**src/rtl/load_store_unit.sv**
```systemverilog
// Load/store sequencer: IDLE -> ADDR -> ACCESS -> DONE, one memory access per request.
// Optional misalignment trap enabled by defining LSU_MISALIGN_TRAP_EN.
module load_store_unit #(
  parameter int unsigned MEM_WORDS = 1024
) (
  input  logic        clk,
  input  logic        reset,
  input  logic        start,
  input  logic        is_store,
  input  logic [2:0]  funct3,
  input  logic [31:0] base,
  input  logic [31:0] offset,
  input  logic [31:0] store_data,
  output logic        busy,
  output logic        done,
  output logic [31:0] load_data,
  output logic        fault,
  output logic [31:0] mem_addr,
  output logic [31:0] mem_wdata,
  output logic        mem_write,
  output logic [2:0]  mem_funct3,
  input  logic [31:0] mem_rdata
);

  localparam logic [33:0] ADDR_LIMIT = 34'(MEM_WORDS) << 2;
  localparam logic [2:0]  F3_B  = 3'b000;
  localparam logic [2:0]  F3_H  = 3'b001;
  localparam logic [2:0]  F3_W  = 3'b010;
  localparam logic [2:0]  F3_BU = 3'b100;
  localparam logic [2:0]  F3_HU = 3'b101;

  typedef enum logic [1:0] {IDLE, ADDR, ACCESS, DONE} state_t;

  state_t      state, state_next;
  logic        is_store_q;
  logic        write_q;
  logic        done_q;
  logic        undefined;
  logic        out_of_range;
  logic        misaligned;
  logic        fault_next;
  logic [7:0]  lane_byte;
  logic [15:0] lane_half;
  logic [31:0] load_next;

  // Next-state logic
  always_comb begin
    state_next = state;
    case (state)
      IDLE:    if (start) state_next = ADDR;
      ADDR:    state_next = ACCESS;
      ACCESS:  state_next = DONE;
      DONE:    state_next = IDLE;
      default: state_next = IDLE;
    endcase
  end

  // Fault classification on the latched request, evaluated during ADDR
  always_comb begin
    undefined  = 1'b1;
    misaligned = 1'b0;
    case (mem_funct3)
      F3_B, F3_H, F3_W: undefined = 1'b0;
      F3_BU, F3_HU:     undefined = is_store_q;
      default:          undefined = 1'b1;
    endcase
    out_of_range = {2'b00, mem_addr} >= ADDR_LIMIT;
`ifdef LSU_MISALIGN_TRAP_EN
    misaligned = ((mem_funct3[1:0] == 2'b01) && mem_addr[0]) ||
                 ((mem_funct3 == F3_W) && (mem_addr[1:0] != 2'b00));
`else
    misaligned = 1'b0;
`endif
    fault_next = undefined | out_of_range | misaligned;
  end

  // Lane extraction and extension of the returned memory word
  always_comb begin
    lane_byte = mem_rdata[{mem_addr[1:0], 3'b000} +: 8];
    lane_half = mem_addr[1] ? mem_rdata[31:16] : mem_rdata[15:0];
    case (mem_funct3)
      F3_B:    load_next = {{24{lane_byte[7]}}, lane_byte};
      F3_BU:   load_next = {24'h000000, lane_byte};
      F3_H:    load_next = {{16{lane_half[15]}}, lane_half};
      F3_HU:   load_next = {16'h0000, lane_half};
      default: load_next = mem_rdata;
    endcase
  end

  always_ff @(posedge clk) begin
    if (reset) begin
      state      <= IDLE;
      busy       <= 1'b0;
      done_q     <= 1'b0;
      write_q    <= 1'b0;
      fault      <= 1'b0;
      is_store_q <= 1'b0;
      load_data  <= 32'h0;
      mem_addr   <= 32'h0;
      mem_wdata  <= 32'h0;
      mem_funct3 <= 3'b000;
    end else begin
      state   <= state_next;
      busy    <= (state_next != IDLE);
      done_q  <= (state == ACCESS);
      write_q <= (state == ADDR) && is_store_q && !fault_next;
      if (state == IDLE && start) begin
        is_store_q <= is_store;
        mem_funct3 <= funct3;
        mem_wdata  <= store_data;
        mem_addr   <= base + offset;
      end
      if (state == ADDR) fault <= fault_next;
      if (state == ACCESS && !is_store_q && !fault) load_data <= load_next;
    end
  end

  // Reset kills the strobes within the cycle it is raised
  assign done      = done_q & ~reset;
  assign mem_write = write_q & ~reset;

endmodule

```
**config.mk**
```make
export PLATFORM = sky130hd
export DESIGN_NAME = load_store_unit
export DESIGN_NICKNAME = d
export VERILOG_FILES = /design/src/rtl/load_store_unit.sv
export SDC_FILE = /design/constraint.sdc
export NUM_CORES = 1
export LEC_CHECK = 0
export ABC_AREA = 1
export BUFFER_PORTS_ARGS = -buffer_cell sky130_fd_sc_hd__buf_2
export CAP_MARGIN = 20
export CELL_PAD_IN_SITES_DETAIL_PLACEMENT = 0
export CELL_PAD_IN_SITES_GLOBAL_PLACEMENT = 2
export CORE_AREA = 3 3 170 172
export DETAILED_ROUTE_END_ITERATION = 8
export DIE_AREA = 0 0 173 175
export GPL_TIMING_DRIVEN = 0
export PLACE_DENSITY_LB_ADDON = 0.1
export SYNTH_ARGS = -nofsm -noshare
export SYNTH_HDL_FRONTEND = slang
export SYNTH_SLANG_ARGS = --single-unit
```
**constraint.sdc**
```tcl
create_clock -name clk -period 1.7 [get_ports clk]
set_input_delay 0.085 -clock clk [delete_from_list [all_inputs] [get_ports clk]]
set_output_delay 0.085 -clock clk [all_outputs]
set_load 0.05 [all_outputs]
```
Word level (Yosys, flattened, before mapping)

Cells that the tools add are included.

Flip-flop bits (word level): 106
Input port bits: 135
Output and inout port bits: 103

Add/subtract/negate cells: 1
Order comparisons: 1
Equal/unequal tests: 7
Shift-type cells: 1
Muxes and demuxes: 5
Bitwise logic cells: 4
Reductions and logical operators: 13

Operators with widths:

| operator             | count |
|---|---|
| $pmux 32 s4          | 1 |
| $add 32x32->32       | 1 |
| $ge 32x13->1 const B | 1 |
| $shiftx 32x6->8      | 1 |
| $mux 16              | 1 |
| $pmux 2 s4           | 1 |
| $eq 3x3->1 const B   | 2 |
| $logic_and 1x1->1    | 5 |
| $eq 2x2->1 const B   | 2 |
| $eq 3x1->1 const B   | 1 |
| $eq 3x2->1 const B   | 1 |
| $logic_not 1->1      | 3 |
| $logic_not 3->1      | 1 |
| $reduce_or 3->1      | 1 |
| $and 1x1->1          | 2 |
| $eq 2x1->1 const B   | 1 |
| $logic_not 2->1      | 1 |
| $mux 2               | 1 |
| $pmux 1 s2           | 1 |
| $reduce_bool 2->1    | 1 |
| $reduce_or 2->1      | 1 |
| $not 1->1            | 1 |
| $or 1x1->1           | 1 |

Longest topological paths before layout

Word-level depth: 6
Depth in mapped cells: 13
Gate-level depth less buffers: 13

Worst setup path before layout

No wires, ideal clock.

Path kind: register to register
From: register mem_funct3[1]
To: register load_data[21]
Setup time: 0.112 ns
Data arrival time: 1.618 ns
Required time: 1.588 ns
Setup slack: -0.030 ns
Cell stages (with the launch flop): 10
Path through: dfxtp_1 > buf_6 > nor2_4 > nand2_2 > o21ai_2 > nand2_4 > o211ai_4 > buf_6 > o21ai_2 > inv_1

Cells in the longest elaborated chain, start to end: 2

RTL lines:

| what                               | line | source |
|---|---|---|
| start: declaration                 | 21   | `output logic [2:0] mem_funct3,` |
| start signal: assignment           | 109  | `mem_funct3 <= funct3;` |
| $eq 3x3->1 (tied with other cells) | 81   | `case (mem_funct3)` |
| $pmux 32 s4 *                      | 81   |  |
| end signal: assignment             | 114  | `if (state == ACCESS && !is_store_q && !fault) load_data <= load_next;` |
| end: declaration                   | 16   | `output logic [31:0] load_data,` |

Every way passes the cells marked *; elsewhere a longest branch is shown, timed or not.
A chain may end at the register's enable or synchronous reset.

Final worst setup path

From: register mem_funct3[1]
To: register load_data[29]

The elaborated chain is that of the path after synthesis.

==> results.py <==
metrics = {
    "outcome": {
        "status": "finished clean",
    },
    "placed_design": {
        "hpwlAfterDp_um": 21300,
        "dp_cells": 1753,
        "place_congestion": 0.801,
        "io_buffers": 237,
    },
    "global_routing": {
        "grt_antenna_before_repair": 1,
        "first_global_vias": 7406,
        "grt_max_degree": 22,
        "grt_pass1_wl_um": 40600,
        "grt.overflow.total": 0,
        "grt.total_usage_pct": 16.9,
    },
    "synth": {
        "synth_top_family_by_area": "simple AND/OR/NAND/NOR gates",
        "synth_fp_nets": 1308,
        "ys_warn_count": 0,
        "ys_seq_area_share_pct": 30.8,
        "synth_adder_area_share_pct": 6.47,
        "synth-simple-area-share_pct": 33.3,
        "synth_seq_cells": 106,
        "synthXorXnorAreaFrac_pct": 1.91,
        "ys_types": 35,
        "synth_area_sq_um": 6890,
        "synth_area_per_cell_sq_um": 6.05,
        "synth_compound_area_share_pct": 13.8,
        "synthMuxAreaShare_pct": 0,
        "postSynthCellCount": 1138,
    },
    "drt": {
        "drt_wl_total_um": 26100,
        "vias": 7547,
        "drc": 0,
        "viasPerCell": 4.18,
        "wl_per_cell_um": 14.4,
        "drtAntennaViolNets": 0,
        "dr.pass1.iters": 4,
        "drtIter0Drc": 309,
    },
    "timing": {
        "period_share_pct": 93.1,
        "worstMarginPinSlew_ns": 0.664,
        "setup_viol": 0,
        "rsz0062_at_grt": "no",
        "slew_viol_final": 0,
        "relSlewSlack_pct": 55.7,
        "fin_skew_ns": 0.0145,
        "fmax_mhz": 632,
        "finalHoldViolCount": 0,
        "layout_min_cycle_time_ns": 1.58,
    },
    "clock_network": {
        "numClockSinks": 106,
        "clk_path_buf_depth": 2,
        "path_clk_slew_ns": 0.09,
        "cts_buffers": 9,
        "clk_root_buffer_cell": "clkbuf_16",
        "cts.htree.levels": 3,
        "cts_tree": "done",
        "clock_latency_ns": 0.36,
    },
    "floorplan": {
        "ios": 238,
        "initial_core_util_pct": 24.9,
        "die_area_sq_um": 30300,
        "fp.coreArea_sq_um": 27600,
        "row_count": 61,
        "die_y_um": 175,
        "die_x_um": 173,
    },
    "setup_path": {
        "cp-start-kind": "register",
        "cp.arrival_ns": 1.89,
        "path_class": "reg -> reg",
        "endpoint_kind": "register",
        "required_ns": 2.01,
        "path_max_fanout": 10,
    },
    "final_layout": {
        "final_core_util_pct": 33.8,
        "final_layout_size_suffix_gt1_share_pct": 22.0,
        "instances_no_fill": 1807,
        "nets": 1593,
        "area_growth_pct": 35.8,
    },
    "pwr": {
        "power.leakage_nw": 5.39,
        "pwr_density_cell_nw_per_um2": 1120,
        "max-vdd-ir-drop_uv": 481,
    },
    "min_path": {
        "hp-class": "in -> reg",
    },
    "flow_run": {
        "max-cap-violations": 0,
    },
}
## cell families after synthesis
family | Yosys count
compound gates | 166
xor+xnor | 15
buf+inv | 240
fa+ha+maj | 35
flops | 106
simple gates | 576
## registers in the layout, summed over array words and instances (netlist names), 2 cells and up
register and count:
load_data 32, mem_addr 32, mem_funct3 3, mem_wdata 32
state 2
## cell usage after synthesis, drive strengths merged
master | count | area (sq um)
nor4 | 2 | 12.5
o211ai | 10 | 88.8
a21o | 2 | 15.0
nand2 | 292 | 1110
a211oi | 3 | 22.5
xor2 | 13 | 114
xnor2 | 2 | 17.5
o21ai | 89 | 487
fa | 1 | 20.0
nand4 | 4 | 25.0
nor3 | 6 | 41.3
clkbuf | 25 | 93.8
ha | 34 | 425
or2 | 1 | 8.76
nor2 | 215 | 815
a21oi | 54 | 274
and3 | 1 | 6.26
inv | 205 | 772
buf | 10 | 75.1
o21bai | 4 | 30.0
o221ai | 4 | 35.0
nand3 | 54 | 270
dfxtp | 106 | 2120
and2 | 1 | 6.26
## metal layers
metal / share of wire, % / global-route usage (%)
met3: 5.0 / 2.54
met4: 2.3 / 4.93
met5: 0 / 0
met1: 45 / 21.5
met2: 47 / 29.6
## per-stage QoR
stage                     worst slack, ns  area (sq um)  hold slack [ns]  total power [mW]  TNS (ns)
after floorplan                    0.0332          6890            0.252              6.71         0
after global placement             -0.490          8550            0.335              8.13     -9.91
after detailed placement           -0.488          8550            0.343              8.14    -11.55
after CTS                         0.00463          9220          0.00504              10.5         0
after global routing              0.00371          9350           0.0224              11.2         0
final                               0.117          9350          0.00127              10.4         0
## path summary, 6_finish.rpt
kind	from	to	slack, ns	cells past startpoint
worst min-delay path	store_data[26]	mem_wdata[26]$_SDFFE_PP0P_	0.001	3
worst min register to register	load_data[5]$_SDFFE_PP0P_	load_data[5]$_SDFFE_PP0P_	0.46	2
worst max register to register	mem_funct3[1]$_SDFFE_PP0P_	load_data[29]$_SDFFE_PP0P_	0.12	8
worst max-delay path	mem_funct3[1]$_SDFFE_PP0P_	load_data[29]$_SDFFE_PP0P_	0.12	8
## cells in the final DEF, fill, tap and decap left out, types with 2 or more instances in the layout
cell type	synthesis	layout
nand2_1	289	288
clkbuf_2	0	5
o21bai_1	4	4
nand4_1	4	4
a211oi_1	3	2
xnor2_1	2	2
dlygate4sd3_1	0	31
nor4_1	2	2
xor2_1	13	13
buf_6	4	4
o21ai_2	11	10
nor2_1	214	214
inv_2	2	4
clkbuf_4	0	3
nand2_4	1	3
ha_1	34	33
o221ai_1	4	4
dfxtp_2	0	3
o21ai_0	77	77
clkbuf_1	25	17
nand3_2	0	2
clkinvlp_4	0	2
clkinv_8	0	3
a21oi_1	53	49
buf_2	6	239
dfxtp_1	106	103
o211ai_1	9	9
nand3_1	54	52
nor3_1	5	5
a21oi_2	1	5
buf_4	0	6
buf_12	0	2
a21o_1	2	2
clkbuf_16	0	10
inv_1	202	200
## critical path: stages (launching register included)
cell	delay, ns
dfxtp_2	0.33
buf_6	0.15
inv_4	0.10
nand2_2	0.08
or2_4	0.27
o211ai_4	0.29
clkbuf_16	0.22
o21ai_2	0.05
inv_1	0.04
## report_power, final
part | internal (mW) | switching (mW)
Clock | 1.05 | 1.15
Sequential | 2.94 | 0.272
Combinational | 1.42 | 3.60
## repair_timing
| action | 4_1_cts | 5_1_grt |
|---|---|---|
| endpoints found under the setup margin | 65 | 97 |
| cloned | 0 | 1 |
| hold buffers | 31 | 0 |
| pin swaps | 1 | 4 |
| resized for setup | 13 | 26 |
| buffers inserted | 2 | 3 |
| endpoints found under the hold margin | 31 | 0 |
## cell type report
class | count | area [sq um]
Antenna cell | 1 | 2.50
Tap cell | 378 | 473
Buffer | 35 | 200
Timing Repair Buffer | 274 | 1590
Clock inverter | 7 | 83.8
Inverter | 205 | 772
Multi-Input combinational cell | 792 | 3880
Fill cell | 3221 | 18300
Sequential cell | 106 | 2130
Clock buffer | 9 | 225
Power figures use the tool's default switching activity.
